<file path="src/rtl/vga_pkg.sv">
// Shared VGA timing constants and RGB332 pixel helpers.
package vga_pkg;

    localparam int unsigned H_ACTIVE = 640;
    localparam int unsigned V_ACTIVE = 480;
    localparam int unsigned H_TOTAL  = 800;
    localparam int unsigned V_TOTAL  = 525;

    typedef struct packed {
        logic [2:0] r;
        logic [2:0] g;
        logic [1:0] b;
    } rgb332_t;

    // Bit replication so that full-scale codes map to 8'hFF and zero to 8'h00.
    function automatic logic [23:0] expand332(input rgb332_t p);
        return {p.r, p.r, p.r[2:1], p.g, p.g, p.g[2:1], p.b, p.b, p.b, p.b};
    endfunction

endpackage

</file>
<file path="src/rtl/vga_delay_line.sv">
// Fixed-depth synchronous shift register with a configurable reset value.
module vga_delay_line #(
    parameter int unsigned     WIDTH     = 1,
    parameter int unsigned     DEPTH     = 1,
    parameter logic [WIDTH-1:0] RESET_VAL = '0
) (
    input  logic             clk_i,
    input  logic             rst_i,
    input  logic [WIDTH-1:0] data_i,
    output logic [WIDTH-1:0] data_o
);

    logic [DEPTH-1:0][WIDTH-1:0] stage_q, stage_d;

    always_comb begin
        stage_d[0] = data_i;
        for (int i = 1; i < DEPTH; i++) begin
            stage_d[i] = stage_q[i-1];
        end
    end

    always_ff @(posedge clk_i) begin
        if (rst_i) begin
            stage_q <= {DEPTH{RESET_VAL}};
        end else begin
            stage_q <= stage_d;
        end
    end

    assign data_o = stage_q[DEPTH-1];

endmodule

</file>
<file path="src/rtl/vga_pixel_fetch.sv">
// Framebuffer fetch stage: address generation, double-buffer swap control,
// RGB332 expansion and sync alignment with the fetched colour.
module vga_pixel_fetch
    import vga_pkg::*;
#(
    parameter int unsigned SCALE_SHIFT = 2,
    parameter int unsigned FB_W        = 160,
    parameter int unsigned FB_H        = 120,
    parameter int unsigned ADDR_W      = 16,
    parameter int unsigned MEM_LAT     = 2
) (
    input  logic              clock,
    input  logic              reset,
    input  logic [9:0]        pixelX,
    input  logic [9:0]        pixelY,
    input  logic              video_on,
    input  logic              hsync_in,
    input  logic              vsync_in,
    output logic [ADDR_W-1:0] mem_addr,
    input  logic [7:0]        mem_rdata,
    input  logic              swap_req,
    output logic              swap_ack,
    output logic              front_buf,
    output logic              hsync,
    output logic              vsync,
    output logic [7:0]        red,
    output logic [7:0]        green,
    output logic [7:0]        blue
);

    localparam int unsigned        LAT      = MEM_LAT + 2;
    localparam logic [ADDR_W-1:0] BUF_BASE = ADDR_W'(FB_W * FB_H);

    logic [ADDR_W-1:0] addr_q, addr_d;
    logic              front_q, front_d;
    logic              pending_q, pending_d;
    logic [23:0]       rgb_q, rgb_d;
    logic              vblank_start, do_swap, video_dly;

    assign vblank_start = (pixelX == 10'd0) && (pixelY == 10'(V_ACTIVE));
    assign do_swap      = vblank_start && (pending_q || swap_req);

    always_comb begin
        addr_d    = addr_q;
        front_d   = front_q;
        pending_d = pending_q;
        rgb_d     = expand332(rgb332_t'(mem_rdata));

        if (video_on) begin
            addr_d = (front_q ? BUF_BASE : '0)
                   + ADDR_W'(pixelY >> SCALE_SHIFT) * ADDR_W'(FB_W)
                   + ADDR_W'(pixelX >> SCALE_SHIFT);
        end

        // A request landing on the vblank-start cycle is folded into this swap.
        if (do_swap) begin
            front_d   = ~front_q;
            pending_d = 1'b0;
        end else if (swap_req) begin
            pending_d = 1'b1;
        end
    end

    always_ff @(posedge clock) begin
        if (reset) begin
            addr_q    <= '0;
            front_q   <= 1'b0;
            pending_q <= 1'b0;
            rgb_q     <= '0;
        end else begin
            addr_q    <= addr_d;
            front_q   <= front_d;
            pending_q <= pending_d;
            rgb_q     <= rgb_d;
        end
    end

    // Syncs reset to inactive (high); video_on resets low so outputs stay blank
    // until the pipeline has refilled after reset.
    vga_delay_line #(
        .WIDTH     (3),
        .DEPTH     (LAT),
        .RESET_VAL (3'b011)
    ) u_sync_dly (
        .clk_i  (clock),
        .rst_i  (reset),
        .data_i ({video_on, hsync_in, vsync_in}),
        .data_o ({video_dly, hsync, vsync})
    );

    assign mem_addr  = addr_q;
    assign front_buf = front_q;
    assign swap_ack  = do_swap && !reset;

    assign {red, green, blue} = video_dly ? rgb_q : 24'd0;

endmodule

</file>
<file path="config.mk">
export PLATFORM = sky130hd
export DESIGN_NAME = vga_pixel_fetch
export DESIGN_NICKNAME = d
export VERILOG_FILES = /design/src/rtl/vga_pkg.sv /design/src/rtl/vga_delay_line.sv /design/src/rtl/vga_pixel_fetch.sv
export SDC_FILE = /design/constraint.sdc
export NUM_CORES = 1
export LEC_CHECK = 0
export CAP_MARGIN = 20
export CORE_ASPECT_RATIO = 0.75
export CORE_UTILIZATION = 40
export DETAILED_ROUTE_END_ITERATION = 6
export GPL_TIMING_DRIVEN = 0
export PLACE_DENSITY = 0.74
export SYNTH_ARGS = -nofsm -noshare
export SYNTH_HDL_FRONTEND = slang
export SYNTH_SLANG_ARGS = --single-unit
export TNS_END_PERCENT = 30
</file>
<file path="constraint.sdc">
create_clock -name clock -period 9.45 [get_ports clock]
set_input_delay 2.3625 -clock clock [delete_from_list [all_inputs] [get_ports clock]]
set_output_delay 2.3625 -clock clock [all_outputs]
set_load 0.02 [all_outputs]
</file>
==> flow_summary.yaml <==
yosys:
  ys_ff_latch: 38
  synth_top_family_by_area: "simple AND/OR/NAND/NOR gates"
  synth_area_per_cell_um2: 9.54
  synth_top_area_share_pct: 37.8
  ys.warnings.count: 0
  synthTopCellsByArea: "dfxtp_1 (38%), ha_1 (12%), buf_4 (6.0%)"
  synth_compound_area_share_pct: 10.6
  synthCells: 211
  async_flop_share_pct: 0
  synth_most_common_cell: "dfxtp_1"
  yosysUniqueCellTypes: 39
  synthTopCellsByCount: "dfxtp_1 (38), nor2_1 (23), ha_1 (19), buf_4 (16), nor2b_1 (15)"
  synth_edf_count: 0
  synthAdderAreaFrac_pct: 13.8
  syn-cell-area_mm2: 0.00201
  yosysTopAreaCell: "dfxtp_1"
  yosysSeqAreaShare_pct: 37.8
  syn_nets: 266
  synth_ff_type: "dfxtp_1"
  muxShareOfSynthArea_pct: 4.47
  synth-simple-area-share_pct: 20.0
  synthXorXnorAreaFrac_pct: 5.22
clock_network:
  cts_tree: "done"
  numCtsBuffers: 5
  path_clk_slew_ns: 0.08
  htree_levels: 2
  clk_latency_ns: 0.29
  clk_path_buf_depth: 2
  cts_resized: 0
  post_cts_buffers: 0
  cts.sinks: 38
  clock-root-buffer: "clkbuf_8"
  hold_buffers: 0
timing:
  clock_skew_ns: 0.00663
  hold_viol_final: 0
  hold_ws_ns: 0.408
  setup-tns-final_ns: 0
  grt_setup_unrepaired: "no"
  fin_crit_sh_pct: 71.5
  fin_crit_ns: 6.76
  slew-limit-headroom_pct: 56.5
  drv_slew: 0
  setup_viol: 0
  tightest_slew_ns: 0.653
  fmax_ghz: 0.148
global_route:
  antenna_found_initial: 0
  grt_start_max_net_pins: 14
  overflow: 0
  grt_pass1_vias: 1637
  grt_usage_pct: 17.7
  grt_first_pass_wirelength_um: 7460
route:
  num_vias: 1702
  via_per_inst: 4.85
  routed.top_layer: "met4"
  dr_wl_met3_um: 420
  wl_met2_um: 1770
  first_pass_iters: 6
  drtAntennaViolNets: 0
  drc: 17
  routed_wirelength_um: 4350
  drt_iter0_drc: 58
  avgRoutedWirePerCell_um: 12.4
  m1WireLength_um: 2130
pwr:
  pwr-share-seq_pct: 42.0
  p_int_mw: 0.302
  p_switching_mw: 0.114
  p_leak_nw: 1.22
  comb_power_share_pct: 24.8
  clkPwrFrac_pct: 33.2
  ir_drop_mv: 0.105
  p_per_area_mw_per_mm2: 141
  switching_share_pct: 27.5
floorplanning:
  fp.dieH_um: 63.4
  placementRows: 21
  io_pins: 78
  chipWidth_um: 83.9
  initial_utilization_pct: 43.3
  die_area_mm2: 0.00532
  coreArea_mm2: 0.00465
cells_and_area:
  nFillCells: 399
  finalNetCount: 348
  multiInputGateArea_mm2: 0.00109
  final_cell_count_no_fill: 351
  syn2layout_area_growth_pct: 46.5
  antenna-diode-count: 0
  seqCellArea_um2: 761
  fin_area_mm2: 0.00295
  drive_gt1_share_pct: 11.9
placement:
  placed_cells: 343
  dp_hpwl_um: 3540
  gp_congestion: 0.772
  port_buffers: 75
  post_dp_cell_area_mm2: 0.00284
run:
  drv_cap: 0
outcome:
  violations: "DRC"
  outcome: "finished, violations left"
worst_setup_path:
  crit_type: "input pin to output pin"
  worstPathRequired_ns: 7.09
  critPathLaunchType: "input pin"
  path_max_fanout: 5
  end_kind: "output pin"
  worstPathArrival_ns: 4.39
min_path:
  min_path_type: "flop to flop"
## worst max-delay path, cell delays in order
cell and delay [ns]:
clkdlybuf4s50_1 0.54, nor4_1 0.30, nand4_1 0.21, nor4_1 0.32, clkdlybuf4s50_1 0.65
## layout make-up
type,count,area share (%)
plain buffers,23,4.96
clock inverters,3,1.53
repair buffers,75,25.5
well taps,57,2.42
flip-flops and latches,38,25.8
inverters,5,0.636
multi-input cells,145,36.9
clock buffers,5,2.33
## layer usage
| metal | vias up | global-route usage, % |
|---|---|---|
| met5 | - | 0 |
| met1 | 751 | 23.6 |
| li1 | 881 | - |
| met2 | 66 | 27.4 |
| met3 | 4 | 6.42 |
| met4 | 0 | 4.09 |
## final timing paths
kind,from,to,slack (ns),cells past startpoint
max,pixelY[9],swap_ack,2.69,5
min,u_sync_dly.stage_d[6],u_sync_dly.stage_d[9],0.41,1
max reg2reg,front_buf,mem_addr[14],7.41,7
min reg2reg,u_sync_dly.stage_d[6],u_sync_dly.stage_d[9],0.41,1
## sequential cells by signal, indices dropped and copies added (netlist names)
signal,count
u_sync_dly.stage_d,9
mem_addr,16
pending_q,1
rgb_q,8
front_buf,1
u_sync_dly.data_o,3
## stage by stage
stage | worst slack [ns] | power, mW | util [%]
5_1_grt | 2.58 | 0.439 | 63.4
3_3_place_gp | 2.66 | 0.280 | 61.0
3_5_place_dp | 2.66 | 0.282 | 61.0
2_1_floorplan | 3.55 | 0.242 | -
4_1_cts | 2.66 | 0.420 | 63.4
6_report | 2.69 | 0.416 | 63.4
## cells by family (layout without fill, tap and decap cells)
| group | Yosys count | count (layout) |
|---|---|---|
| flops | 38 | 38 |
| simple gates | 73 | 73 |
| buf+inv | 28 | 111 |
| xor+xnor | 12 | 12 |
| mux | 9 | 9 |
| compound gates | 30 | 30 |
| fa+ha+maj | 21 | 21 |
## layout by cell type (no fill, tap or decap), types with 2 or more instances in the layout
cell type,n
dfxtp_1,38
clkbuf_8,5
nor2_1,23
ha_1,19
o21ai_0,2
inv_1,5
fa_1,2
nand2b_1,2
mux2i_1,9
a21o_1,3
clkbuf_1,6
clkdlybuf4s50_1,75
o21a_1,2
nor2b_1,15
or2_2,8
and2_1,8
clkinvlp_4,2
nand3_1,2
a21oi_1,7
a211oi_1,6
xor2_1,3
nor4_1,4
nor3_1,4
a31oi_1,2
xnor2_1,9
buf_4,16
## power groups by stage
stage               combinational (mW)  clock (mW)  sequential [mW]
finish                           0.103       0.138            0.175
floorplan                       0.0558           0            0.186
detailed placement               0.103           0            0.178
global placement                 0.102           0            0.178
CTS                              0.104       0.142            0.175
global route                     0.113       0.149            0.176
No activity file was read; power rests on OpenSTA's default activity.
